<file path="src/rtl/store_merge_unit_if.sv">
// store_merge_unit_if: control-side request/status and data-memory port of the store merge unit
//  start/ct/addr/wdata : store request from control (start sampled only when idle)
//  busy/done           : status back to control (done pulses with mem_wr)
//  mem_addr/mem_wdata/mem_wr/mem_rdata : synchronous data-memory port
interface store_merge_unit_if;
  logic        start;
  logic [1:0]  ct;
  logic [31:0] addr;
  logic [31:0] wdata;
  logic [31:0] mem_rdata;
  logic [31:0] mem_addr;
  logic [31:0] mem_wdata;
  logic        mem_wr;
  logic        busy;
  logic        done;
  modport slave (input start, ct, addr, wdata, mem_rdata, output mem_addr, mem_wdata, mem_wr, busy, done);
  modport master (output start, ct, addr, wdata, mem_rdata, input mem_addr, mem_wdata, mem_wr, busy, done);
endinterface

</file>
<file path="src/rtl/store_merge_unit.sv">
// store_merge_unit: sw/sh/sb store path; sub-word stores read-modify-write the memory word
//  clk, reset_n : clock, asynchronous active-low reset
//  bus          : store_merge_unit_if.slave (request/status and data-memory port)
module store_merge_unit #(
  parameter int READ_LAT = 1,
  parameter int CNT_W    = 4
) (
  input logic             clk,
  input logic             reset_n,
  store_merge_unit_if.slave bus
);
  typedef enum logic [1:0] {IDLE, READ, MERGE, WRITE} state_t;
  state_t           r_state, w_next;
  logic [CNT_W-1:0] r_cnt, w_cnt;
  logic [31:0]      r_addr, w_addr, r_wdata, w_wdata, r_data, w_data;
  logic             r_half, w_half;
  always_ff @(posedge clk or negedge reset_n)
    if (!reset_n) begin
      r_state <= IDLE;
      r_cnt   <= '0;
      r_addr  <= '0;
      r_wdata <= '0;
      r_data  <= '0;
      r_half  <= 1'b0;
    end else begin
      r_state <= w_next;
      r_cnt   <= w_cnt;
      r_addr  <= w_addr;
      r_wdata <= w_wdata;
      r_data  <= w_data;
      r_half  <= w_half;
    end
  // ct 01/10 are the sub-word stores; ct[0] alone then tells half from byte
  always_comb begin
    w_next  = r_state;
    w_cnt   = r_cnt;
    w_addr  = r_addr;
    w_wdata = r_wdata;
    w_data  = r_data;
    w_half  = r_half;
    case (r_state)
      IDLE: if (bus.start) begin
        w_addr = bus.addr;
        w_data = bus.wdata;
        w_half = bus.ct[0];
        w_next = (bus.ct[0] ^ bus.ct[1]) ? READ : WRITE;
        w_cnt  = (bus.ct[0] ^ bus.ct[1]) ? CNT_W'(READ_LAT) : r_cnt;
        w_wdata = (bus.ct[0] ^ bus.ct[1]) ? r_wdata : bus.wdata;
      end
      READ: begin
        w_cnt  = r_cnt - 1'b1;
        w_next = (r_cnt == CNT_W'(1)) ? MERGE : READ;
      end
      MERGE: begin
        w_wdata = r_half ? {bus.mem_rdata[31:16], r_data[15:0]} : {bus.mem_rdata[31:8], r_data[7:0]};
        w_next  = WRITE;
      end
      default: w_next = IDLE;
    endcase
  end
  assign bus.mem_addr  = r_addr;
  assign bus.mem_wdata = r_wdata;
  assign bus.mem_wr    = r_state == WRITE;
  assign bus.done      = r_state == WRITE;
  assign bus.busy      = r_state != IDLE;
endmodule

</file>
<file path="src/flat_wrapper.sv">
// flat-port wrapper written by rule: the top's interface ports become plain ports
module store_merge_unit_flat 
#(
  parameter int READ_LAT = 1,
  parameter int CNT_W    = 4
)
  (clk, reset_n, bus_start, bus_ct, bus_addr, bus_wdata, bus_mem_rdata, bus_mem_addr, bus_mem_wdata, bus_mem_wr, bus_busy, bus_done);
  store_merge_unit_if bus_i ();
  input logic clk;
  input logic reset_n;
  input wire logic [$bits(bus_i.start)-1:0] bus_start;
  input wire logic [$bits(bus_i.ct)-1:0] bus_ct;
  input wire logic [$bits(bus_i.addr)-1:0] bus_addr;
  input wire logic [$bits(bus_i.wdata)-1:0] bus_wdata;
  input wire logic [$bits(bus_i.mem_rdata)-1:0] bus_mem_rdata;
  output wire logic [$bits(bus_i.mem_addr)-1:0] bus_mem_addr;
  output wire logic [$bits(bus_i.mem_wdata)-1:0] bus_mem_wdata;
  output wire logic [$bits(bus_i.mem_wr)-1:0] bus_mem_wr;
  output wire logic [$bits(bus_i.busy)-1:0] bus_busy;
  output wire logic [$bits(bus_i.done)-1:0] bus_done;
  assign bus_i.start = bus_start;
  assign bus_i.ct = bus_ct;
  assign bus_i.addr = bus_addr;
  assign bus_i.wdata = bus_wdata;
  assign bus_i.mem_rdata = bus_mem_rdata;
  assign bus_mem_addr = bus_i.mem_addr;
  assign bus_mem_wdata = bus_i.mem_wdata;
  assign bus_mem_wr = bus_i.mem_wr;
  assign bus_busy = bus_i.busy;
  assign bus_done = bus_i.done;
  store_merge_unit #(.READ_LAT(READ_LAT), .CNT_W(CNT_W)) u_core (.clk(clk), .reset_n(reset_n), .bus(bus_i));
endmodule
</file>
<file path="config.mk">
export PLATFORM = sky130hd
export DESIGN_NAME = store_merge_unit_flat
export DESIGN_NICKNAME = d
export VERILOG_FILES = /design/src/rtl/store_merge_unit_if.sv /design/src/rtl/store_merge_unit.sv /design/src/flat_wrapper.sv
export SDC_FILE = /design/constraint.sdc
export NUM_CORES = 1
export LEC_CHECK = 0
export CAP_MARGIN = 20
export CORE_MARGIN = 1
export CORE_UTILIZATION = 41
export DETAILED_ROUTE_END_ITERATION = 16
export PLACE_DENSITY_LB_ADDON = 0.08
export SETUP_SLACK_MARGIN = 0.3
export SLEW_MARGIN = 20
export SYNTH_ARGS = -nofsm -noshare
export SYNTH_HDL_FRONTEND = slang
export SYNTH_SLANG_ARGS = --single-unit
</file>
<file path="constraint.sdc">
create_clock -name clk -period 2.2 [get_ports clk]
set_input_delay 0.22 -clock clk [delete_from_list [all_inputs] [get_ports clk]]
set_output_delay 0.22 -clock clk [all_outputs]
set_load 0.01 [all_outputs]
</file>
==> results.toml, run 1 <==
[clock_tree]
clk_latency_ns = 0.35
cts_max_path_buffers = 2
cts.clk_slew.worst_paths_ns = 0.09
htreeDepth = 3
clock_sinks = 87
cts_tree = "yes"
root_buffer = "clkbuf_8"
cts_buffers = 9

[power]
clkPwrFrac_pct = 15.5
p_seq_share_pct = 38.9
swShare_pct = 30.8
cellLeakagePower_nw = 2.28
p_sw_mw = 2.27
peakVddDrop_v = 0.000670
power_mw = 7.39
combPwrFrac_pct = 45.7
powerDensity_nw_per_um2 = 1310
internal_power_mw = 5.11

[finish]
drive_gt1_share_pct = 19.3
num-nets-final = 527
area_growth_pct = 53.4
fin_cells = 537
final_core_util_pct = 64.9
antennaDiodeCount = 0
final_area_um2 = 5630

[yosys]
synth_area_leader_cell = "dfrtp_1"
synth.area.top_cells = "dfrtp_1 59%, mux2_2 15%, o221a_1 6.1%"
synth_most_common_cell = "dfrtp_1"
yosys_warnings = 0
synthCells = 262
syn_area_per_cell_um2 = 14.0
synth.yosys.seq_area_share_pct = 59.3
yosysUniqueCellTypes = 33
synth_area_um2 = 3670
yosysTopAreaCellShare_pct = 59.3
async_flop_share_pct = 100
ys_ff_latch = 87
syn_nets = 365
synth_edf_count = 0
synth_top_cells_by_count = "87 x dfrtp_1, 49 x mux2_2, 26 x nand2b_1"
synth_ff_type = "dfrtp_1"

[global_routing]
grt_overflow = 0
grtUsageTotal_pct = 18.8
grt_busiest_layer = "met2"
met3_usage_pct = 5.35
antenna_found_initial = 0
met2_usage_pct = 27.7
grtUsageMet1_pct = 26.2
first_global_vias = 2823
grt_first_pass_wirelength_mm = 14.1
grt_max_degree = 70

[sta]
final.setup.tns_ns = 0
fin_skew_ns = 0.0133
finalSetupViolations = 0
holdWs_ns = 0.275
grt_setup_unrepaired = "false"
worstMarginPinSlew_ns = 0.868
setup_slack_ns = 0.399
relSlewSlack_pct = 41.9
hold_viol = 0
finalMaxSlewViolations = 0
fmax_mhz = 555
finalCritPeriodShare_pct = 81.9
min_period_ns = 1.80

[critical_path]
crit_buf_inv = 1
worstPathRequired_ns = 2.43
worstPathArrival_ns = 2.04
critPathMaxFanout = 24
slowest_stage = "or3b_2"
setup.worst_path.start_class = "flop"
cp-startpoint = "u_core.r_state[0]"
worstReg2RegStart = "u_core.r_state[0]"
path_cells = "or3b_2, or2_1, buf_12, o221a_2"
worstSetupPathType = "flop to flop"
path_delay_family = "simple AND/OR/NAND/NOR gates"
end_kind = "flop"
max_stage_delay_ns = 0.53

[drt]
firstDrtPassIters = 5
routed_wl_mm = 8.43
drt_iter0_markers = 98
ant_nets = 0
wl_per_cell_um = 15.7
drc_errors = 0
post_drt_via_cell_ratio = 5.14
via_count = 2758

[place]
placedCellCount = 520
placed_area_um2 = 5410
dp_hpwl_mm = 5.76
dp_slack_ns = 0.148
finalWeightedCongestion = 0.744
port_buffers = 159

[floorplanning]
die_w_um = 96.6
initial_core_util_pct = 42.3
core.rowCount = 34
ios = 168
coreArea_um2 = 8680
fp.dieH_um = 96.6
die-area_um2 = 9330

[job]
max-cap-violations = 0

[hold_path]
hp-class = "input pin to asynchronous set/reset pin"

[run_status]
outcome = "completed"
placed cells by master (no fill, tap or decap):
cell / Yosys / layout
clkbuf_8: 0 / 10
a31o_2: 1 / 1
mux2_2: 49 / 49
dlygate4sd3_1: 0 / 1
ha_1: 2 / 2
nand2_1: 4 / 4
buf_12: 0 / 4
dfrtp_1: 87 / 87
clkdlybuf4s50_1: 0 / 157
o21ai_0: 1 / 1
nor2_1: 11 / 11
inv_1: 4 / 4
o221ai_1: 1 / 1
clkinvlp_4: 0 / 3
buf_4: 1 / 6
a31oi_1: 1 / 1
and2_1: 1 / 1
or3b_2: 0 / 1
or2_2: 1 / 1
dlygate4sd2_1: 0 / 1
nor3b_1: 1 / 1
a221o_1: 8 / 8
nor3_1: 1 / 1
o22a_1: 1 / 1
clkinv_4: 0 / 2
o221a_1: 20 / 20
xnor2_1: 1 / 1
nor2b_2: 0 / 1
a21oi_1: 2 / 2
mux2i_1: 9 / 9
bufinv_16: 0 / 1
o221a_2: 4 / 4
or2_1: 1 / 1
xor2_1: 1 / 1
o31ai_1: 2 / 2
o22ai_1: 2 / 2
nand2b_1: 26 / 26
sequential cells by signal (all words and copies together) (netlist names):
name	cells
u_core.bus.mem_addr	32
u_core.bus.mem_wdata	32
u_core.r_cnt	4
u_core.r_data	16
u_core.r_half	1
u_core.r_state	2
final timing paths:
check	endpoint	slack, ns	depth (start not counted)
max in group asynchronous	u_core.bus.mem_wdata[8]	1.29	3
worst min-delay path	u_core.bus.mem_wdata[26]	0.28	2
worst max-delay path	u_core.bus.mem_wdata[16]	0.40	4
worst min register to register	u_core.r_data[5]	0.50	1
min in group clk	u_core.bus.mem_addr[25]	0.47	2
worst max register to register	u_core.bus.mem_wdata[16]	0.40	4
routing by layer:
layer	vias up	part of all wire (%)
li1	1279	-
met1	1357	46
met2	110	45
met3	12	7.5
met4	0	1.7
met5	-	0
cells by family (layout without fill, tap and decap cells):
logic type | after synthesis | in the layout | share of synthesized area, %
xor+xnor | 2 | 2 | 0.477
mux | 58 | 58 | 17.5
compound gates | 43 | 43 | 11.6
flops | 87 | 87 | 59.3
simple gates | 48 | 48 | 7.23
buf+inv | 22 | 189 | 3.20
fa+ha+maj | 2 | 2 | 0.682
final cells by class:
| type | instances | area, um^2 |
|---|---|---|
| fillers | 692 | 3050 |
| flip-flops and latches | 87 | 2180 |
| repair buffers | 169 | 1720 |
| multi-input cells | 153 | 1380 |
| clock buffers | 10 | 138 |
| well taps | 108 | 135 |
| clock inverters | 6 | 70.1 |
| inverters | 4 | 15.0 |
power by group through the flow:
| stage | Combinational (mW) | Sequential, mW | Clock (mW) |
|---|---|---|---|
| after floorplan | 1.47 | 3.08 | 0 |
| after global placement | 3.35 | 2.87 | 0 |
| after global routing | 3.62 | 2.98 | 1.25 |
| after detailed placement | 3.41 | 2.90 | 0 |
| final | 3.37 | 2.87 | 1.14 |
| after CTS | 3.42 | 2.88 | 1.18 |
worst reg2reg max path, stage by stage (launching register included):
cell,delay (ns)
dfrtp_1,0.46
or3b_2,0.53
or2_1,0.26
buf_12,0.17
o221a_2,0.27
timing repair:
item | 4_1_cts | 5_1_grt
resized for setup | 1 | 0
endpoints found under the setup margin | 1 | 0
hold buffers | 1 | 0
hold endpoints to repair | 18 | 0
setup buffers | 0 | 0
Power figures use the tool's default switching activity.
==> run 2: changes to the inputs <==
==> constraint.sdc (replaced) <==
create_clock -name clk -period 1.74 [get_ports clk]
set_input_delay 0.174 -clock clk [delete_from_list [all_inputs] [get_ports clk]]
set_output_delay 0.174 -clock clk [all_outputs]
set_load 0.01 [all_outputs]
==> results.toml, run 2 (synthesis gave the netlist of run 1 again) <==
[floorplanning]
fp.dieH_um = 96.6
initial_core_util_pct = 42.3
ios = 168
coreArea_um2 = 8680
die-area_um2 = 9330
core.rowCount = 34
die_w_um = 96.6

[critical_path]
max_stage_delay_ns = 0.40
setup.worst_path.start_class = "flop"
worstPathRequired_ns = 1.96
r2r_setup_slack_ns = 0.15
path_cells = "or3b_4, or2_4, buf_12, o221a_2"
worst_r2r_path_depth = 4
end_kind = "flop"
worstReg2RegStart = "u_core.r_state[0]"
cp-startpoint = "u_core.r_state[0]"
crit_buf_inv = 1
worstReg2RegEnd = "u_core.bus.mem_wdata[18]"
crit_cells = 4
worstPathArrival_ns = 1.81
endpoint = "u_core.bus.mem_wdata[18]"
slowest_stage = "or3b_4"
path_delay_family = "simple AND/OR/NAND/NOR gates"
worstSetupPathType = "flop to flop"
critPathMaxFanout = 24

[hold_path]
hp-class = "input pin to asynchronous set/reset pin"

[drt]
firstDrtPassIters = 4
met2WireLength_mm = 4.21
ant_nets = 0
maxUsedRoutingLayer = "met4"
routed_wl_mm = 8.96
post_drt_via_cell_ratio = 5.13
wl_met1_mm = 4.11
drc_errors = 0
dr_wl_met3_um = 561
drt_iter0_markers = 85
via_count = 2778
wl_per_cell_um = 16.5

[finish]
num-nets-final = 532
area_growth_pct = 56.6
final_common_cell = "clkdlybuf4s50_1"
final_core_util_pct = 66.2
drive_gt1_share_pct = 20.7
final_cell_mix = "107 x clkdlybuf4s50_1, 87 x dfrtp_1, 49 x mux2_2"
antennaDiodeCount = 0

[sta]
grt_setup_unrepaired = "true"
fin_skew_ns = 0.0103
finalSetupViolations = 0
finalCritPeriodShare_pct = 91.4
finalMaxSlewViolations = 0
hold_viol = 0
holdWs_ns = 0.319
worstMarginPinSlew_ns = 0.494
min_period_ns = 1.59
fmax_mhz = 629
relSlewSlack_pct = 67.1

[global_routing]
antenna_found_initial = 0
grt_overflow = 0
grt_first_pass_wirelength_mm = 14.3
grtUsageTotal_pct = 19.2
first_global_vias = 2802
grt_max_degree = 34

[run_status]
outcome = "completed"

[job]
max-cap-violations = 0

[power]
clkPwrFrac_pct = 16.2
swShare_pct = 30.9
cellLeakagePower_nw = 2.67
powerDensity_nw_per_um2 = 1610
peakVddDrop_v = 0.000791
p_sw_mw = 2.85
combPwrFrac_pct = 44.8
internal_power_mw = 6.38
p_seq_share_pct = 39.0

[clock_tree]
clk_latency_ns = 0.33
clock_sinks = 87
cts.clk_slew.worst_paths_ns = 0.09
cts_buffers = 9
cts_max_path_buffers = 2
htreeDepth = 3
root_buffer = "clkbuf_8"
cts_tree = "yes"

[place]
finalWeightedCongestion = 0.755
dp_hpwl_mm = 6.29
port_buffers = 159
run 2: cell count changes in the layout (fill, tap and decap cells not counted), sizes merged:
cell	before	now
clkdlybuf4s50	157	107
dlymetal6s2s	0	38
dlygate4sd2	1	10
buf	10	18
clkinvlp	3	0
clkbuf	10	12
bufinv	1	2
run 2: final cells by class:
| type | instances | area (um^2) |
|---|---|---|
| multi-input cells | 153 | 1410 |
| well taps | 108 | 135 |
| inverters | 4 | 15.0 |
| clock inverters | 4 | 70.1 |
| flip-flops and latches | 87 | 2180 |
| clock buffers | 12 | 135 |
| repair buffers | 174 | 1810 |
| fillers | 680 | 2930 |
run 2: repair_timing:
action	4_1_cts	5_1_grt
setup buffers	0	1
endpoints found under the hold margin	30	0
hold buffers	1	0
gates resized for setup	26	41
endpoints found under the setup margin	96	121
run 2: how the worst min path moves through the flow:
stage	from	endpoint	slack [ns]	cells past startpoint
6_report	reset_n	u_core.r_data[3]	0.32	2
5_1_grt	reset_n	u_core.r_data[3]	0.36	2
4_1_cts	reset_n	u_core.bus.mem_wdata[3]	0.31	2
3_5_place_dp	reset_n	u_core.bus.mem_wdata[3]	0.14	1
3_3_place_gp	reset_n	u_core.bus.mem_wdata[3]	0.14	1
2_1_floorplan	reset_n	u_core.bus.mem_addr[0]	-0.12	0
run 2: power groups by stage:
stage,sequential [mW],combinational [mW],clock (mW)
finish,3.60,4.13,1.50
global route,3.73,4.42,1.61
CTS,3.62,4.26,1.55
detailed placement,3.65,4.32,0
global placement,3.62,4.22,0
floorplan,3.89,1.89,0
run 2: through the flow:
step	TNS (ns)	area, um^2	total power [mW]	worst slack (ns)	std cells
2_1_floorplan	-0.502	3700	5.78	-0.0251	262
3_3_place_gp	-9.09	5420	7.84	-0.188	524
3_5_place_dp	-9.86	5420	7.97	-0.207	524
4_1_cts	0	5630	9.42	0.154	541
5_1_grt	0	5750	9.76	0.111	542
6_report	0	5750	9.23	0.150	542
run 2: per-layer routing:
layer,up-vias,global-route usage (%)
li1,1288,-
met1,1375,26.7
met2,109,30.0
met3,6,4.34
met4,0,5.97
met5,-,0
